## src/rtl/booth_radix4_digit_encoder_if.sv

```systemverilog
// Operand-in / Booth-digit-out handshake bundle for the radix-4 Booth encoder.
// The slave modport is the encoder side; the master modport is the operand source and digit consumer.
interface booth_radix4_digit_encoder_if #(
  parameter int Data_Width = 8
);
  localparam int ND = Data_Width / 2;
  localparam int IW = ($clog2(ND) > 1) ? $clog2(ND) : 1;

  logic                  In_Valid;
  logic                  In_Ready;
  logic [Data_Width-1:0] Multiplier;
  logic                  Out_Valid;
  logic                  Out_Ready;
  logic                  Shift;
  logic                  Negation;
  logic                  Zero;
  logic [IW-1:0]         Digit_Index;
  logic                  Last;

  modport slave (
    input  In_Valid, Multiplier, Out_Ready,
    output In_Ready, Out_Valid, Shift, Negation, Zero, Digit_Index, Last
  );

  modport master (
    output In_Valid, Multiplier, Out_Ready,
    input  In_Ready, Out_Valid, Shift, Negation, Zero, Digit_Index, Last
  );
endinterface

```

## src/rtl/booth_radix4_digit_encoder.sv

```systemverilog
// Sequential radix-4 Booth encoder: captures one signed multiplier and emits one
// {Shift, Negation, Zero} digit per accepted cycle, least-significant digit first.
module booth_radix4_digit_encoder #(
  parameter int Data_Width = 8
) (
  input logic                          clk,
  input logic                          rst,
  booth_radix4_digit_encoder_if.slave  bus
);
  localparam int ND = Data_Width / 2;
  localparam int IW = ($clog2(ND) > 1) ? $clog2(ND) : 1;

  typedef enum logic {IDLE, ENCODE} state_t;

  state_t                       state, state_n;
  logic signed [Data_Width:0]   op_p0, op_n;
  logic        [IW-1:0]         idx_p0, idx_n;
  logic                         shift_p0, neg_p0, zero_p0, last_p0;
  logic        [2:0]            trip;
  logic        [2:0]            sel_n;
  logic                         last_n, fire, in_ready, take_in;

  // Returns {Shift, Negation, Zero}; 000 and 111 both map to a plain zero digit.
  function automatic logic [2:0] booth_sel(input logic [2:0] t);
    case (t)
      3'b000, 3'b111: booth_sel = 3'b001;
      3'b001, 3'b010: booth_sel = 3'b000;
      3'b011:         booth_sel = 3'b100;
      3'b100:         booth_sel = 3'b110;
      default:        booth_sel = 3'b010;
    endcase
  endfunction

  always_comb begin
    fire     = (state == ENCODE) & bus.Out_Ready;
    in_ready = (state == IDLE) | (fire & last_p0);
    take_in  = bus.In_Valid & in_ready;
    state_n  = state;
    op_n     = op_p0;
    idx_n    = idx_p0;
    if (take_in) begin
      state_n = ENCODE;
      op_n    = {bus.Multiplier, 1'b0};
      idx_n   = '0;
    end else if (fire && last_p0) begin
      state_n = IDLE;
      idx_n   = '0;
    end else if (fire) begin
      idx_n   = idx_p0 + IW'(1);
    end
    // The next digit is decoded ahead of the edge so the outputs come straight from flops.
    trip = '0;
    for (int i = 0; i < ND; i++) begin
      if (idx_n == IW'(i)) trip = op_n[2*i +: 3];
    end
    sel_n  = (state_n == ENCODE) ? booth_sel(trip) : 3'b000;
    last_n = (state_n == ENCODE) && (idx_n == IW'(ND - 1));
  end

  // Stage p0: held operand (data path, no reset)
  always_ff @(posedge clk) begin
    op_p0 <= op_n;
  end

  // Stage p0: control state and registered digit outputs
  always_ff @(posedge clk or posedge rst) begin
    if (rst) begin
      state    <= IDLE;
      idx_p0   <= '0;
      shift_p0 <= 1'b0;
      neg_p0   <= 1'b0;
      zero_p0  <= 1'b0;
      last_p0  <= 1'b0;
    end else begin
      state    <= state_n;
      idx_p0   <= idx_n;
      shift_p0 <= sel_n[2];
      neg_p0   <= sel_n[1];
      zero_p0  <= sel_n[0];
      last_p0  <= last_n;
    end
  end

  assign bus.In_Ready    = in_ready;
  assign bus.Out_Valid   = (state == ENCODE);
  assign bus.Shift       = shift_p0;
  assign bus.Negation    = neg_p0;
  assign bus.Zero        = zero_p0;
  assign bus.Digit_Index = idx_p0;
  assign bus.Last        = last_p0;
endmodule

```

## src/flat_wrapper.sv

```systemverilog
// flat-port wrapper written by rule: the top's interface ports become plain ports
module booth_radix4_digit_encoder_flat 
#(
  parameter int Data_Width = 8
)
  (clk, rst, bus_In_Valid, bus_Multiplier, bus_Out_Ready, bus_In_Ready, bus_Out_Valid, bus_Shift, bus_Negation, bus_Zero, bus_Digit_Index, bus_Last);
  booth_radix4_digit_encoder_if #(.Data_Width(Data_Width)) bus_i ();
  input logic clk;
  input logic rst;
  input wire logic [$bits(bus_i.In_Valid)-1:0] bus_In_Valid;
  input wire logic [$bits(bus_i.Multiplier)-1:0] bus_Multiplier;
  input wire logic [$bits(bus_i.Out_Ready)-1:0] bus_Out_Ready;
  output wire logic [$bits(bus_i.In_Ready)-1:0] bus_In_Ready;
  output wire logic [$bits(bus_i.Out_Valid)-1:0] bus_Out_Valid;
  output wire logic [$bits(bus_i.Shift)-1:0] bus_Shift;
  output wire logic [$bits(bus_i.Negation)-1:0] bus_Negation;
  output wire logic [$bits(bus_i.Zero)-1:0] bus_Zero;
  output wire logic [$bits(bus_i.Digit_Index)-1:0] bus_Digit_Index;
  output wire logic [$bits(bus_i.Last)-1:0] bus_Last;
  assign bus_i.In_Valid = bus_In_Valid;
  assign bus_i.Multiplier = bus_Multiplier;
  assign bus_i.Out_Ready = bus_Out_Ready;
  assign bus_In_Ready = bus_i.In_Ready;
  assign bus_Out_Valid = bus_i.Out_Valid;
  assign bus_Shift = bus_i.Shift;
  assign bus_Negation = bus_i.Negation;
  assign bus_Zero = bus_i.Zero;
  assign bus_Digit_Index = bus_i.Digit_Index;
  assign bus_Last = bus_i.Last;
  booth_radix4_digit_encoder #(.Data_Width(Data_Width)) u_core (.clk(clk), .rst(rst), .bus(bus_i));
endmodule
```

## config.mk

```make
export PLATFORM = sky130hd
export DESIGN_NAME = booth_radix4_digit_encoder_flat
export DESIGN_NICKNAME = d
export VERILOG_FILES = /design/src/rtl/booth_radix4_digit_encoder_if.sv /design/src/rtl/booth_radix4_digit_encoder.sv /design/src/flat_wrapper.sv
export SDC_FILE = /design/constraint.sdc
export NUM_CORES = 1
export LEC_CHECK = 0
export BUFFER_PORTS_ARGS = -buffer_cell sky130_fd_sc_hd__buf_2
export CORE_MARGIN = 3
export CORE_UTILIZATION = 35
export CTS_CLUSTER_DIAMETER = 150
export CTS_CLUSTER_SIZE = 28
export DETAILED_ROUTE_END_ITERATION = 7
export GPL_TIMING_DRIVEN = 1
export PLACE_DENSITY = 0.57
export SLEW_MARGIN = 20
export SYNTH_ARGS = -nofsm -noshare
export SYNTH_HDL_FRONTEND = slang
export SYNTH_SLANG_ARGS = --single-unit
export TNS_END_PERCENT = 20
```

## constraint.sdc

```tcl
create_clock -name clk -period 3.8 [get_ports clk]
set_clock_uncertainty 0.05 [all_clocks]
set_input_delay 0.38 -clock clk [delete_from_list [all_inputs] [get_ports clk]]
set_output_delay 0.38 -clock clk [all_outputs]
set_load 0.01 [all_outputs]
```

Yosys cells after proc, flatten, opt, wreduce, memory -nomap -nowiden
Index checks and enable logic that the tools add are counted.

operators by class
  $add $sub $neg = 1
  $mul = 0
  divide/modulo/power cells = 0
  $lt $le $gt $ge = 0
  equality and inequality tests = 8
  shift-type cells = 0
  muxes and demuxes = 12
  bitwise gates (word level) = 5
  reductions and logical operators = 6

operators with widths
  kind                                                                    number
  3-bit 2-to-1 mux                                                        5
  3-bit one-hot mux with 4 select lines                                   1
  9-bit 2-to-1 mux                                                        1
  3-bit by 2-bit equality test with 1-bit output (second input constant)  2
  3-bit equality test (second input constant)                             2
  2-bit 2-to-1 mux                                                        3
  2-bit equality test (second input constant)                             2
  2-bit OR reduction                                                      2
  1-bit AND                                                               3
  3-bit by 1-bit equality test with 1-bit output (second input constant)  1
  3-bit logical NOT                                                       1
  2-bit by 1-bit adder with 2-bit output (second input constant)          1
  2-bit by 1-bit equality test with 1-bit output (second input constant)  1
  1-bit logical AND                                                       2
  2-bit logical NOT                                                       1
  1-bit 2-to-1 mux                                                        2
  1-bit inverter                                                          1
  1-bit bitwise OR                                                        1

word-level totals
  register bits = 16
  latch bits = 0
  bits in writable memories = 0
  memory bits (read-only) = 0
  input bits = 12
  word-level logic and storage cells = 39
  memories = 0

Longest topological paths before layout
  depth in word-level cells = 14
  mapped depth = 9
  depth with buffers taken out = 8

Least setup slack after synthesis
OpenSTA, ideal clock, no wires.

  path kind = reg-to-reg
  start = register u_core.state, in the netlist u_core.bus.Out_Valid
  end = register u_core.zero_p0, in the netlist u_core.bus.Zero
  data arrival time = 1.848 ns
  setup slack = 1.810 ns
  stages on the path, launching flop included = 8
  period minus slack after synthesis = 1.990 ns
  path through = dfrtp_1 -> a21boi_2 -> inv_4 -> nand2_4 -> mux2_4 -> o2bb2ai_1 -> mux2_4 -> o31ai_2

RTL lines
  what                                                                          line                              RTL
  from (decl)                                                                   booth_radix4_digit_encoder.sv:15  state_t state, state_n;
  from (signal assigned)                                                        booth_radix4_digit_encoder.sv:75  state <= state_n;
  1-bit AND                                                                     booth_radix4_digit_encoder.sv:35  fire = (state == ENCODE) & bus.Out_Ready;
  1-bit AND                                                                     booth_radix4_digit_encoder.sv:36  in_ready = (state == IDLE) | (fire & last_p0);
  1-bit bitwise OR *                                                            booth_radix4_digit_encoder.sv:36
  net bus_In_Ready                                                              flat_wrapper.sv:13                output wire logic [$bits(bus_i.In_Ready)-1:0] bus_In_Ready;
  1-bit AND *                                                                   booth_radix4_digit_encoder.sv:37  take_in = bus.In_Valid & in_ready;
  9-bit 2-to-1 mux *                                                            booth_radix4_digit_encoder.sv:41  if (take_in) begin
  net u_core.op_n[3]                                                            booth_radix4_digit_encoder.sv:16  logic signed [Data_Width:0] op_p0, op_n;
  3-bit 2-to-1 mux * (3 in a row)                                               booth_radix4_digit_encoder.sv:54  if (idx_n == IW'(i)) trip = op_n[2*i +: 3];
  3-bit by 1-bit equality test with 1-bit output, or another cell as far along  booth_radix4_digit_encoder.sv:25  case (t)
  2-bit OR reduction                                                            booth_radix4_digit_encoder.sv:25
  3-bit one-hot mux with 4 select lines *                                       booth_radix4_digit_encoder.sv:25
  3-bit 2-to-1 mux *                                                            booth_radix4_digit_encoder.sv:56  sel_n = (state_n == ENCODE) ? booth_sel(trip) : 3'b000;
  net u_core.sel_n[0]                                                           booth_radix4_digit_encoder.sv:20  logic [2:0] sel_n;
  to (signal assigned)                                                          booth_radix4_digit_encoder.sv:79  zero_p0 <= sel_n[0];
  to (decl)                                                                     booth_radix4_digit_encoder.sv:18  logic shift_p0, neg_p0, zero_p0, last_p0;

The timed path passes the listed nets; every way through them passes the cells marked *.

Worst setup path in the final report
  start = register u_core.state, in the netlist u_core.bus.Out_Valid
  end = register u_core.zero_p0, in the netlist u_core.bus.Zero

RTL lines
  what                                                                          line
  1-bit AND                                                                     booth_radix4_digit_encoder.sv:35
  1-bit AND                                                                     booth_radix4_digit_encoder.sv:36
  1-bit bitwise OR *                                                            booth_radix4_digit_encoder.sv:36
  1-bit AND *                                                                   booth_radix4_digit_encoder.sv:37
  9-bit 2-to-1 mux *                                                            booth_radix4_digit_encoder.sv:41
  net u_core.op_n[3]                                                            booth_radix4_digit_encoder.sv:16
  3-bit 2-to-1 mux * (3 in a row)                                               booth_radix4_digit_encoder.sv:54
  3-bit by 1-bit equality test with 1-bit output, or another cell as far along  booth_radix4_digit_encoder.sv:25
  2-bit OR reduction                                                            booth_radix4_digit_encoder.sv:25
  3-bit one-hot mux with 4 select lines *                                       booth_radix4_digit_encoder.sv:25
  3-bit 2-to-1 mux *                                                            booth_radix4_digit_encoder.sv:56
  net u_core.sel_n[0]                                                           booth_radix4_digit_encoder.sv:20

Marked as above.

==> flow_metrics.tcl <==
set metrics [dict create \
    outcome "finished clean" \
    drcViolationCount 0 \
    insertion_delay_ns 0.28 \
    p_leak_nw 0.505 \
    drive_gt1_frac 0.324 \
    hold_path_class "primary input to flop" \
    fmax_mhz 471 \
    yosysTopAreaCell "dfxtp_1" \
    ant_nets 0 \
    grt_pass1_wl_um 2770 \
    io_buffers 19 \
    antenna-diode-count 0 \
    avgSynthCellArea_um2 9.82 \
    worstPathRequired_ns 3.95 \
    setup_viol 0 \
    finalCriticalPeriod_ns 2.12 \
    post-place-cells 131 \
    ir_drop_v 0.000403 \
    regArea_um2 355 \
    finalNonFillerCells 136 \
    clock-sinks 16 \
    cts_tree "done" \
    initial_core_util 0.374 \
    crit_path_max_fanout 9 \
    grt_pass1_vias 638 \
    die_h_um 54.8 \
    rsz0062_at_grt "false" \
    die_w_um 54.8 \
    grt-ovfl-total 0 \
    synth-seq-cells 16 \
    worstMarginPinSlew_ns 0.447 \
    crit_arrival_ns 2.27 \
    dr_total_vias 686 \
    startpoint_type "flop" \
    yosys.cell_types.count 36 \
    numCtsBuffers 3 \
    grt_usage 0.128 \
    dieArea_mm2 0.00301 \
    rows 17 \
    cts_setup_buffers 0 \
    p_per_area_mw_per_mm2 827 \
    max_slew_margin 0.701 \
    synth_cells 85 \
    antenna_found_initial 0 \
    synth_nets 97 \
    maxCapViolCount 0 \
    synth_top_area_share 0.216 \
    end_kind "flop" \
    fin_crit_sh 0.559 \
    fillCellCount 235 \
    nNetsFinal 121 \
    synth-seq-area-share 0.426 \
    ys_top_cells_by_count "dfxtp_1, inv_1, dfrtp_1, nand2_1" \
    clockBufferDepth 2 \
    grt_max_degree 12 \
    viasPerCell 5.04 \
    ios 20 \
    fin_ws_ns 1.68 \
    synth-main-ff-cell "dfxtp_1" \
    drt_iter0_markers 5 \
    drtPass1Iterations 4 \
    multi_input_area_um2 430 \
    wl_per_cell_um 12.6 \
    clockRootBuffer "clkbuf_4" \
    synth_area_um2 835 \
    crit_type "flop to flop" \
    syn_to_final_growth_pct 20.5 \
    fin_setup_tns_ns 0 \
    dp_hpwl_um 1330 \
    maxSlewViolCount 0 \
    core_mm2 0.00223 \
    clk_pin_slew_worst_paths_ns 0.09 \
    hold_viol 0 \
    htree_levels 1 \
    async_reset_ff_frac 0.438 \
    ys_warn_count 0 \
    place_congestion 0.746 \
    synth_edf_count 0 \
    ys_top_cells_by_area "dfxtp_1, dfrtp_1, mux2i_1, inv_1, mux2_4" \
    routed_wl_um 1710 \
    detailedPlace.worstSlack_ns 1.69 \
]
[power breakdown]
group | switching (mW) | internal (mW)
combinational | 0.228 | 0.199
sequential | 0.0492 | 0.245
clock | 0.0524 | 0.0583
total | 0.329 | 0.502
[cell type report]
class / count / area share
tap: 28 / 0.0348
timing repair buffer: 20 / 0.104
inverter: 11 / 0.0435
clock buffer: 4 / 0.0361
multi-input combinational: 57 / 0.428
sequential: 16 / 0.353
[repair_timing]
action,in CTS,in global routing
hold buffers,1,0
gates resized for setup,0,0
hold endpoints to repair,7,0
[registers in the layout, summed over array words and instances, names as in the netlist]
| name | cells |
|---|---|
| u_core.bus.Digit_Index | 2 |
| u_core.bus.Last | 1 |
| u_core.bus.Negation | 1 |
| u_core.bus.Out_Valid | 1 |
| u_core.bus.Shift | 1 |
| u_core.bus.Zero | 1 |
| u_core.op_p0 | 9 |
[stage by stage]
step / hold WS (ns) / area (um^2) / power, mW / utilization
finish: 0.270 / 1010 / 0.832 / 0.450
global route: 0.278 / 1010 / 0.905 / 0.450
CTS: 0.264 / 1010 / 0.842 / 0.450
detailed placement: 0.268 / 960 / 0.725 / 0.430
global placement: 0.266 / 960 / 0.719 / 0.430
floorplan: 0.133 / 835 / 0.619 / -
[logic make-up after synthesis]
logic type | Yosys count | synth area share
AO/OA/AOI/OAI | 20 | 0.190
multiplexers | 9 | 0.124
buffers and inverters | 12 | 0.0585
XOR/XNOR | 1 | 0.0195
AND/OR/NAND/NOR | 27 | 0.181
flip-flops | 16 | 0.426
[worst paths after layout]
| kind | startpoint | end | slack, ns | cells past startpoint |
|---|---|---|---|---|
| min in group asynchronous | rst | u_core.bus.Shift | 0.51 | 3 |
| max in group asynchronous | rst | u_core.bus.Digit_Index[0] | 2.98 | 3 |
| setup / recovery | u_core.bus.Out_Valid | u_core.bus.Zero | 1.68 | 7 |
| hold / removal | bus_Multiplier[0] | u_core.op_p0[1] | 0.27 | 3 |
| hold reg to reg | u_core.op_p0[1] | u_core.op_p0[1] | 0.42 | 2 |
| setup reg to reg | u_core.bus.Out_Valid | u_core.bus.Zero | 1.68 | 7 |
[cell usage in the layout (no fill, tap or decap), types with 2 or more instances in the layout]
cell type  count
mux2_2         2
o2bb2ai_1      2
nand2_1        7
dfxtp_1        9
buf_2         19
nor2b_1        2
and3_1         2
dfrtp_1        7
nand3_1        3
a211oi_1       2
inv_1          9
a32oi_1        3
mux2_4         2
a21oi_1        2
nor2_1         3
mux2i_1        4
and2_1         4
clkbuf_4       3
o32ai_1        3
[worst max-delay path, stage by stage (launching register included)]
cell and delay [ns]:
dfrtp_1 0.50, a21boi_2 0.35, inv_4 0.08, nand2_4 0.12, mux2_4 0.31, o2bb2ai_1 0.12
mux2_4 0.28, o31ai_2 0.24
[layer usage]
metal  track usage  up-vias  part of all wire
met5             0        -                 0
li1              -      353                 -
met2         0.203       19              0.48
met3        0.0327        4             0.061
met1         0.169      310              0.45
met4        0.0373        0             0.011
Note: power is estimated with default switching activity, not from simulation.
